## config.mk

```make
export PLATFORM = sky130hd
export DESIGN_NAME = fp_divider_seq_flat
export DESIGN_NICKNAME = d
export VERILOG_FILES = /design/src/rtl/fp_divider_seq_if.sv /design/src/rtl/fp_divider_seq.sv /design/src/flat_wrapper.sv
export SDC_FILE = /design/constraint.sdc
export NUM_CORES = 1
export LEC_CHECK = 0
export ABC_AREA = 1
export BUFFER_PORTS_ARGS = -buffer_cell sky130_fd_sc_hd__buf_2
export CAP_MARGIN = 10
export CORE_MARGIN = 4
export CORE_UTILIZATION = 60
export DETAILED_ROUTE_END_ITERATION = 10
export PLACE_DENSITY = 0.8
export SETUP_SLACK_MARGIN = 0.3
export SYNTH_ARGS = -nofsm -noshare
export SYNTH_HDL_FRONTEND = slang
export SYNTH_SLANG_ARGS = --single-unit
```

## constraint.sdc

```tcl
create_clock -name clk -period 7.9 [get_ports clk]
set_clock_uncertainty 0.2 [all_clocks]
set_input_delay 1.185 -clock clk [delete_from_list [all_inputs] [get_ports clk]]
set_output_delay 1.185 -clock clk [all_outputs]
set_load 0.01 [all_outputs]
```

## src/rtl/fp_divider_seq_if.sv

```systemverilog
// Valid/ready handshake bundle for the sequential FP divider.
// The slave modport is the divider side; the master modport is the requester/consumer side.
interface fp_divider_seq_if #(
  parameter int TYPE = 32
);
  logic            in_valid;
  logic            in_ready;
  logic [TYPE-1:0] in_a;
  logic [TYPE-1:0] in_b;
  logic            out_valid;
  logic            out_ready;
  logic [TYPE-1:0] out_bits;
  logic [4:0]      except_flags;

  modport master (
    output in_valid, in_a, in_b, out_ready,
    input  in_ready, out_valid, out_bits, except_flags
  );

  modport slave (
    input  in_valid, in_a, in_b, out_ready,
    output in_ready, out_valid, out_bits, except_flags
  );
endinterface

```

## src/rtl/fp_divider_seq.sv

```systemverilog
// Sequential IEEE-754 divider: restoring division, one quotient bit per clock, flush-to-zero outputs.
// Define FP_DIV_ROUND_EN for round-to-nearest-even with inexact reporting; otherwise results truncate.
module fp_divider_seq #(
  parameter int TYPE = 32
) (
  input  logic             clk,
  input  logic             rst,
  fp_divider_seq_if.slave  io
);
  localparam int EXP  = (TYPE == 16) ? 5 : 8;
  localparam int FRAC = (TYPE == 16) ? 10 : 23;
  localparam int BIAS = (1 << (EXP - 1)) - 1;
  localparam int Q    = FRAC + 3;
  localparam int CW   = $clog2(Q);
  localparam int EW   = EXP + 2;

  localparam int F_INEXACT        = 0;
  localparam int F_UNDERFLOW      = 1;
  localparam int F_OVERFLOW       = 2;
  localparam int F_DIVIDE_BY_ZERO = 3;
  localparam int F_INVALID        = 4;

`ifdef FP_DIV_ROUND_EN
  localparam logic RND = 1'b1;
`else
  localparam logic RND = 1'b0;
`endif

  localparam logic signed [EW-1:0] BIAS_E = EW'(BIAS);
  localparam logic signed [EW-1:0] EMAX_E = EW'((1 << EXP) - 1);
  localparam logic signed [EW-1:0] ONE_E  = EW'(1);
  localparam logic [TYPE-1:0]      QNAN   = {1'b0, {EXP{1'b1}}, 1'b1, {(FRAC-1){1'b0}}};

  typedef enum logic [1:0] {S_IDLE, S_DIV, S_PACK, S_HOLD} state_e;

  state_e                 state_q, state_d;
  logic                   sign_q, sign_d;
  logic [FRAC+1:0]        rem_q, rem_d;
  logic [FRAC:0]          dvs_q, dvs_d;
  logic [Q-1:0]           quo_q, quo_d;
  logic [CW-1:0]          cnt_q, cnt_d;
  logic signed [EW-1:0]   exp_q, exp_d;
  logic [TYPE-1:0]        res_q, res_d;
  logic [4:0]             flg_q, flg_d;

  function automatic logic [EW-1:0] lzc(input logic [FRAC-1:0] f);
    logic [EW-1:0] n;
    n = '0;
    for (int i = 0; i < FRAC; i++)
      if (f[i]) n = EW'(FRAC - 1 - i);
    return n;
  endfunction

  logic            sa, sb;
  logic [EXP-1:0]  ea, eb;
  logic [FRAC-1:0] fa, fb;
  assign {sa, ea, fa} = io.in_a;
  assign {sb, eb, fb} = io.in_b;

  logic a_zero, b_zero, a_inf, b_inf, a_nan, b_nan;
  assign a_zero = (ea == '0) && (fa == '0);
  assign b_zero = (eb == '0) && (fb == '0);
  assign a_inf  = (ea == '1) && (fa == '0);
  assign b_inf  = (eb == '1) && (fb == '0);
  assign a_nan  = (ea == '1) && (fa != '0);
  assign b_nan  = (eb == '1) && (fb != '0);

  // Subnormals are pre-shifted so both significands carry a leading one at bit FRAC.
  logic [EW-1:0]        lza, lzb;
  logic [FRAC:0]        ma, mb;
  logic signed [EW-1:0] xa, xb;
  assign lza = lzc(fa);
  assign lzb = lzc(fb);
  assign ma  = (ea != '0) ? {1'b1, fa} : ({1'b0, fa} << (lza + EW'(1)));
  assign mb  = (eb != '0) ? {1'b1, fb} : ({1'b0, fb} << (lzb + EW'(1)));
  assign xa  = (ea != '0) ? $signed({2'b00, ea}) : -$signed(lza);
  assign xb  = (eb != '0) ? $signed({2'b00, eb}) : -$signed(lzb);

  logic                 ge, norm, guard, sticky, rup;
  logic [FRAC-1:0]      frac_p;
  logic [FRAC:0]        frac_r;
  logic signed [EW-1:0] e_p, e_r;

  always_comb begin
    state_d = state_q;
    sign_d  = sign_q;
    rem_d   = rem_q;
    dvs_d   = dvs_q;
    quo_d   = quo_q;
    cnt_d   = cnt_q;
    exp_d   = exp_q;
    res_d   = res_q;
    flg_d   = flg_q;

    ge     = rem_q >= {1'b0, dvs_q};
    // A quotient below 1.0 leaves its leading one one bit lower; take fields one place down.
    norm   = ~quo_q[Q-1];
    frac_p = norm ? quo_q[Q-3 -: FRAC] : quo_q[Q-2 -: FRAC];
    guard  = norm ? quo_q[0] : quo_q[1];
    sticky = |rem_q;
    rup    = RND & guard & (sticky | frac_p[0]);
    frac_r = {1'b0, frac_p} + {{FRAC{1'b0}}, rup};
    e_p    = norm ? (exp_q - ONE_E) : exp_q;
    e_r    = frac_r[FRAC] ? (e_p + ONE_E) : e_p;

    unique case (state_q)
      S_IDLE: if (io.in_valid) begin
        sign_d  = sa ^ sb;
        exp_d   = xa - xb + BIAS_E;
        rem_d   = {1'b0, ma};
        dvs_d   = mb;
        quo_d   = '0;
        cnt_d   = CW'(Q - 1);
        flg_d   = '0;
        state_d = S_HOLD;
        if (a_nan || b_nan || (a_zero && b_zero) || (a_inf && b_inf)) begin
          res_d = QNAN;
          flg_d[F_INVALID] = 1'b1;
        end else if (a_inf) begin
          res_d = {sa ^ sb, {EXP{1'b1}}, {FRAC{1'b0}}};
        end else if (b_zero) begin
          res_d = {sa ^ sb, {EXP{1'b1}}, {FRAC{1'b0}}};
          flg_d[F_DIVIDE_BY_ZERO] = 1'b1;
        end else if (a_zero || b_inf) begin
          res_d = {sa ^ sb, {(TYPE-1){1'b0}}};
        end else begin
          res_d   = res_q;
          flg_d   = flg_q;
          state_d = S_DIV;
        end
      end
      S_DIV: begin
        rem_d = (ge ? (rem_q - {1'b0, dvs_q}) : rem_q) << 1;
        quo_d = {quo_q[Q-2:0], ge};
        cnt_d = cnt_q - CW'(1);
        if (cnt_q == '0) state_d = S_PACK;
      end
      S_PACK: begin
        flg_d = '0;
        if (e_r >= EMAX_E) begin
          res_d = {sign_q, {EXP{1'b1}}, {FRAC{1'b0}}};
          flg_d[F_OVERFLOW] = 1'b1;
          flg_d[F_INEXACT]  = RND;
        end else if (e_r <= 0) begin
          res_d = {sign_q, {(TYPE-1){1'b0}}};
          flg_d[F_UNDERFLOW] = 1'b1;
          flg_d[F_INEXACT]   = RND;
        end else begin
          res_d = {sign_q, e_r[EXP-1:0], frac_r[FRAC-1:0]};
          flg_d[F_INEXACT] = RND & (guard | sticky);
        end
        state_d = S_HOLD;
      end
      S_HOLD: if (io.out_ready) state_d = S_IDLE;
      default: state_d = S_IDLE;
    endcase
  end

  always_ff @(posedge clk) begin
    if (rst) begin
      state_q <= S_IDLE;
      sign_q  <= 1'b0;
      rem_q   <= '0;
      dvs_q   <= '0;
      quo_q   <= '0;
      cnt_q   <= '0;
      exp_q   <= '0;
      res_q   <= '0;
      flg_q   <= '0;
    end else begin
      state_q <= state_d;
      sign_q  <= sign_d;
      rem_q   <= rem_d;
      dvs_q   <= dvs_d;
      quo_q   <= quo_d;
      cnt_q   <= cnt_d;
      exp_q   <= exp_d;
      res_q   <= res_d;
      flg_q   <= flg_d;
    end
  end

  assign io.in_ready     = (state_q == S_IDLE) && !rst;
  assign io.out_valid    = (state_q == S_HOLD);
  assign io.out_bits     = res_q;
  assign io.except_flags = flg_q;
endmodule

```

## src/flat_wrapper.sv

```systemverilog
// flat-port wrapper written by rule: the top's interface ports become plain ports
module fp_divider_seq_flat 
#(
  parameter int TYPE = 32
)
  (clk, rst, io_in_valid, io_in_a, io_in_b, io_out_ready, io_in_ready, io_out_valid, io_out_bits, io_except_flags);
  fp_divider_seq_if #(.TYPE(TYPE)) io_i ();
  input  logic clk;
  input  logic rst;
  input wire logic [$bits(io_i.in_valid)-1:0] io_in_valid;
  input wire logic [$bits(io_i.in_a)-1:0] io_in_a;
  input wire logic [$bits(io_i.in_b)-1:0] io_in_b;
  input wire logic [$bits(io_i.out_ready)-1:0] io_out_ready;
  output wire logic [$bits(io_i.in_ready)-1:0] io_in_ready;
  output wire logic [$bits(io_i.out_valid)-1:0] io_out_valid;
  output wire logic [$bits(io_i.out_bits)-1:0] io_out_bits;
  output wire logic [$bits(io_i.except_flags)-1:0] io_except_flags;
  assign io_i.in_valid = io_in_valid;
  assign io_i.in_a = io_in_a;
  assign io_i.in_b = io_in_b;
  assign io_i.out_ready = io_out_ready;
  assign io_in_ready = io_i.in_ready;
  assign io_out_valid = io_i.out_valid;
  assign io_out_bits = io_i.out_bits;
  assign io_except_flags = io_i.except_flags;
  fp_divider_seq #(.TYPE(TYPE)) u_core (.clk(clk), .rst(rst), .io(io_i));
endmodule
```

* Word level (Yosys, flattened, before mapping)
Cells that the tools add are included.
** Storage, ports and cells
- Bits in registers :: 130
- Word-level logic and storage cells :: 150
** Cells by class
- Bitwise gates (word level) :: 1
- $lt $le $gt $ge :: 3
- Mux-type cells :: 87
- Shifts and indexed selects :: 2
- Add/subtract/negate cells :: 9
- Reductions and logical operators :: 30
- Eq/ne operators :: 9
** Operator list (number)
- $mux 10 :: 25
- $mux 32 :: 5
- $mux 5 :: 28
- $mux 24 :: 3
- $pmux 32 s2 :: 1
- $mux 31 :: 2
- $pmux 26 s2 :: 1
- $pmux 25 s2 :: 1
- $shl 23x10->24 :: 2
- $logic_not 23->1 :: 2
- $reduce_bool 23->1 :: 2
- $mux 26 :: 1
- $ge 25x24->1 :: 1
- $mux 25 :: 1
- $sub 24x24->24 :: 1
- $mux 23 :: 1
- $pmux 5 s2 :: 2
- $eq 8x8->1 const B :: 2
- $logic_not 8->1 :: 2
- $reduce_bool 8->1 :: 2
- $mux 2 :: 7
- $add 10x1->10 const B :: 1
- $add 10x8->10 const B :: 1
- $ge 10x9->1 const B :: 1
- other kinds (25) :: 46

* Logic depth before layout (Yosys ltp)
- Depth after elaboration :: 28
- Gate-level depth with buffers :: 41

* Least setup slack after synthesis
Ideal clock, no wire load.
- Path type :: input-to-reg
- From :: input port io_in_b[1]
- To :: register u_core.exp_q[9]
- Required time :: 7.587 ns
- Setup time :: 0.113 ns
- Path buffers :: 3
- Cell stages on the path :: 38
- Setup slack :: 2.339 ns
- Arrival :: 5.248 ns
- Cells stage by stage :: inv_2 -> o21ai_1 -> a21oi_1 -> o21ai_1 -> nand2_1 -> nand2_1 -> nand2_1 -> nand2_1 -> nand2_1 -> nand2_1 -> nand2_1 -> nand2_1 -> nand2_1 -> nand2_1 -> nand2_1 -> nand2_1 -> nand2_1 -> nand2_2 -> (+2 left out) -> ha_1 -> clkbuf_1 -> buf_1 -> a21oi_1 -> ha_1 -> ha_1 -> fa_1 -> nand3_1 -> nand2_1 -> a21oi_1 -> o21bai_1 -> nand2_1 -> nand2_1 -> a21oi_1 -> xor2_1 -> xnor2_1 -> o21ai_1 -> inv_1
** On the way
- Longest elaborated chain between the ends :: 26
** Ends and longest elaborated chain
- start: declaration :: line flat_wrapper.sv:12 : input wire logic [$bits(io_i.in_b)-1:0] io_in_b;
- $mux 5 (22 in series) :: line fp_divider_seq.sv:50 : if (f[i]) n = EW'(FRAC - 1 - i);
- $neg 5->10 :: line fp_divider_seq.sv:77 : assign xb = (eb != '0) ? $signed({2'b00, eb}) : -$signed(lzb);
- $mux 10 :: line fp_divider_seq.sv:77
- $sub 10x10->10 :: line fp_divider_seq.sv:109 : exp_d = xa - xb + BIAS_E;
- $add 10x8->10 :: line fp_divider_seq.sv:109
- end signal: assignment :: line fp_divider_seq.sv:177 : exp_q <= exp_d;
- end: declaration :: line fp_divider_seq.sv:42 : logic signed [EW-1:0] exp_q, exp_d;
Every way passes these cells.
A chain may end at the register's enable or synchronous reset.

* Final worst setup path
- From :: input port io_in_a[2]
- To :: register u_core.exp_q[9]
** On the way
- Longest elaborated chain between the ends :: 25
** Ends and longest elaborated chain
- start: declaration :: line flat_wrapper.sv:11 : input wire logic [$bits(io_i.in_a)-1:0] io_in_a;
- $mux 10 (21 in series) :: line fp_divider_seq.sv:50
- $neg 10->10 :: line fp_divider_seq.sv:76 : assign xa = (ea != '0) ? $signed({2'b00, ea}) : -$signed(lza);
- $mux 10 :: line fp_divider_seq.sv:76
- $sub 10x10->10 :: line fp_divider_seq.sv:109
- $add 10x8->10 :: line fp_divider_seq.sv:109
Every way passes these cells.

==> results.md <==
- Min-delay src: u_core.io.out_bits[4]
- Fmax: between 150 and 200 MHz
- Post-synth EDFFs: 0
- WHS: roughly 0.26 ns
- Cells on worst reg2reg path: 18
- Initial Util: 61.2%
- CTS Hold Bufs: 0
- PwrDens: between 300 and 400 nW/µm²
- Top delay family on crit path: adder cells
- DR WL/cell: approximately 17 µm
- Worst skew pair latency: 0.42 ns
- Dpl ws: 1.48 ns
- Hold endpoint: u_core.io.out_bits[4]
- Mapped Cells: approximately 1800
- Fin crit share: a little under 80%
- Synthesized area: between 10000 and 15000 µm²
- Worst EP required: between 8 and 9 ns
- R2R setup slack: roughly 4 ns
- Full die area: slightly above 20000 µm²
- Die Y: between 100 and 150 µm
- Switching part of the total power: approximately half
- R2r endpoint: u_core.rem_q[22]
- Setup_tns: 0 ns
- Clock share of power: 19.0%
- Synth warn: 0
- # DRC: 0
- Ys flop type: dfxtp_1
- Placer Congestion: between 0.9 and 1
- DRT Wirelength: 35000 µm
- # rows: roughly 50
- Overall Global Routing Usage: between 30% and 40%
- WP buf/inv: 4
- IO Pins: ~110
- Register bit total from synthesis: around 130
- Unrepaired setup endpoints after global routing: no
- Post-CTS Setup Inserts: 0
- P_leak: roughly 5.5 nW
- Top cell by count, worst path: nand2_1
- Crit path capture type: flop
- Slew Limit Fails: 0
- Max cap viols: 0
- Resized Gates After CTS: 0
- Antenna Cells: 0
- Seq/Total Area, Yosys: a little under a quarter
- Vias in the first global route: 11100
- Crit path max fanout: 37
- Final core utilization: between 60 and 70%
- GR Overflow Total: 0
- Number of port buffers: between 100 and 150
- TritonCTS clock tree: done
- Num CTS Buffers: 17
- Worst-case clock buffer depth: 2
- Final Critical Period: around 6 ns
- CTS H-tree lvls: 4
- Tot Pwr: 3.97 mW
- Synth Area per Inst: ~6 µm²
- Core box area: 18000 µm²
- CP peak stage delay: between 0.9 and 1 ns
- Worst Hold Class: flop to flop
- DRT iter0 DRCs: 1562
- Share of post-route cells with drive strength above 1: 9.62%
- Vias per cell: ~6
- Internal power: roughly 2.0 mW
- Root Buffer: clkbuf_16
- CP max stage cell: ha_1
- Number of library cell types mapped by synthesis: 52
- Drt pass-1 iters: 6
- Most Crowded Layer GR: met2
- Comb pwr share: between 50% and 60%
- Final ANT Viol Nets: 0
- Setup Crit Path Kind: primary input to flop
- CTS sink cnt: 129
- CP arrival: 6.21 ns
- Antenna violations before repair: 0
- Slew margin rel.: 24.8%
- Async SR Flop Fraction: 0%
- Grt met2 use: roughly half
- VDD IR max: approximately 0.21 mV
- Worst r2r src: u_core.dvs_q[2]
- Post-DP HPWL: ~26000 µm
- Fin. Hold Viols: 0
- First-pass GRT wire length: 55800 µm
- Worst Setup Start Kind: primary input
- Worst Tran Pin Value: between 1 and 1.5 ns
- Setup WS post-layout: around 1.8 ns
- Switch Pwr: about 2.0 mW
- Die W: 144 µm
- Synth Net Count: 1970
- DR vias: around 13000
- Met1 usage: 47.5%
- Met3 GRT Util: 5.66%
- Largest net degree at the start of global routing: between 60 and 70
- Outcome: finished clean
- Register share of total power: a little under a quarter
- # setup viols final: 0
- Final nets: between 2000 and 2500
- Hold Path Stages: 2
- Synth-to-layout area growth: 9.01%
- Reg clk slew, reported paths: ~0.070 ns
## per-layer routing
| layer | wire, µm | vias to the layer above |
|---|---|---|
| met3 | 3180 | 66 |
| met2 | 15500 | 635 |
| met4 | 784 | 0 |
| li1 | - | 6238 |
| met1 | 15600 | 5749 |
| met5 | 0 | - |
## worst register-to-register path, delay by kind of cell, from the launching register on
family | cells | cell delay, ns
simple gates | 10 | 1.21
fa+ha+maj | 1 | 0.35
buf+inv | 2 | 1.03
flops | 1 | 0.30
compound gates | 5 | 0.72
## kinds of logic (layout without fill, tap and decap cells)
logic type                 count (synthesis)  in the layout  share of synthesized area, %
and+or+nand+nor                          874            874                          33.7
AOI/OAI and AO/OA                        457            457                          22.4
buffers and inverters                    288            334                          10.6
DFF                                      129            129                          23.4
adders and majority gates                 56             56                          6.49
xor gates and xnor gates                  40             40                          3.25
other                                      1              1                        0.0340
muxes                                      1              1                        0.0908
## state kept, by name, summed over array words and instances, names as in the netlist
register                flops
u_core.rem_q               25
u_core.dvs_q               24
u_core.io.out_bits         32
u_core.sign_q               1
u_core.quo_q               26
u_core.state_q              2
u_core.cnt_q                5
u_core.io.except_flags      4
u_core.exp_q               10
## metrics by stage
stage | cell area (µm²) | std cells
after floorplan | 11000 | 1846
after global placement | 11500 | 2089
after detailed placement | 11500 | 2089
after CTS | 12000 | 2121
after global routing | 12000 | 2121
final | 12000 | 2121
## area by class of cell
class	count	area, µm²
repair buffers	117	616
clock inverters	13	103
clock buffers	19	453
multi-input cells	1429	7280
fillers	1718	6010
flip-flops and latches	129	2580
inverters	185	694
well taps	229	287
## worst max-delay path by stage
stage                           from               to  cells after the start
after floorplan           io_in_b[1]  u_core.exp_q[9]                     38
after global placement    io_in_a[2]  u_core.exp_q[9]                     39
after detailed placement  io_in_a[2]  u_core.exp_q[9]                     39
after CTS                 io_in_a[2]  u_core.exp_q[9]                     39
after global routing      io_in_a[2]  u_core.exp_q[9]                     39
final                     io_in_a[2]  u_core.exp_q[9]                     39
## cell usage after synthesis (2+ instances only)
library cell | n | area [µm²]
a21oi_1 | 221 | 1110
a221oi_1 | 4 | 35.0
a31oi_1 | 9 | 56.3
buf_1 | 8 | 30.0
buf_2 | 19 | 95.1
buf_4 | 8 | 60.1
buf_6 | 4 | 45.0
clkbuf_1 | 62 | 233
clkbuf_2 | 2 | 10.0
clkinv_1 | 3 | 11.3
dfxtp_1 | 129 | 2580
fa_1 | 2 | 40.0
ha_1 | 54 | 676
inv_1 | 174 | 653
inv_2 | 8 | 30.0
nand2_1 | 478 | 1790
nand2_2 | 7 | 43.8
nand2_4 | 2 | 22.5
nand3_1 | 209 | 1050
nand4_1 | 17 | 106
nor2_1 | 121 | 454
nor3_1 | 15 | 75.1
nor4_1 | 14 | 87.6
o211ai_1 | 41 | 308
o21ai_0 | 133 | 666
o21ai_1 | 30 | 150
o21bai_1 | 2 | 15.0
o22ai_1 | 5 | 31.3
o31ai_1 | 2 | 15.0
or2_2 | 4 | 25.0
xnor2_1 | 18 | 158
xor2_1 | 21 | 184
## layout by cell type (no fill, tap or decap), types with 3 or more instances in the layout
master,n
nand2_1,478
a21oi_1,221
nand3_1,209
inv_1,174
o21ai_0,132
dfxtp_1,129
nor2_1,120
buf_2,105
ha_1,53
o211ai_1,41
o21ai_1,30
xor2_1,21
xnor2_1,18
nand4_1,17
clkbuf_16,17
nor3_1,15
nor4_1,14
buf_4,12
a31oi_1,9
inv_2,8
nand2_2,7
o22ai_1,5
or2_2,4
a221oi_1,4
clkinv_2,4
clkinv_1,3
inv_6,3
clkinv_4,3
## power by group through the flow
| stage | Sequential (mW) | Combinational, mW | Clock (mW) |
|---|---|---|---|
| floorplan | 0.926 | 1.71 | 0 |
| global placement | 0.936 | 2.20 | 0 |
| detailed placement | 0.945 | 2.22 | 0 |
| CTS | 0.933 | 2.24 | 0.756 |
| global route | 0.955 | 2.54 | 0.785 |
| finish | 0.938 | 2.28 | 0.752 |
Note: power is estimated with default switching activity, not from simulation.
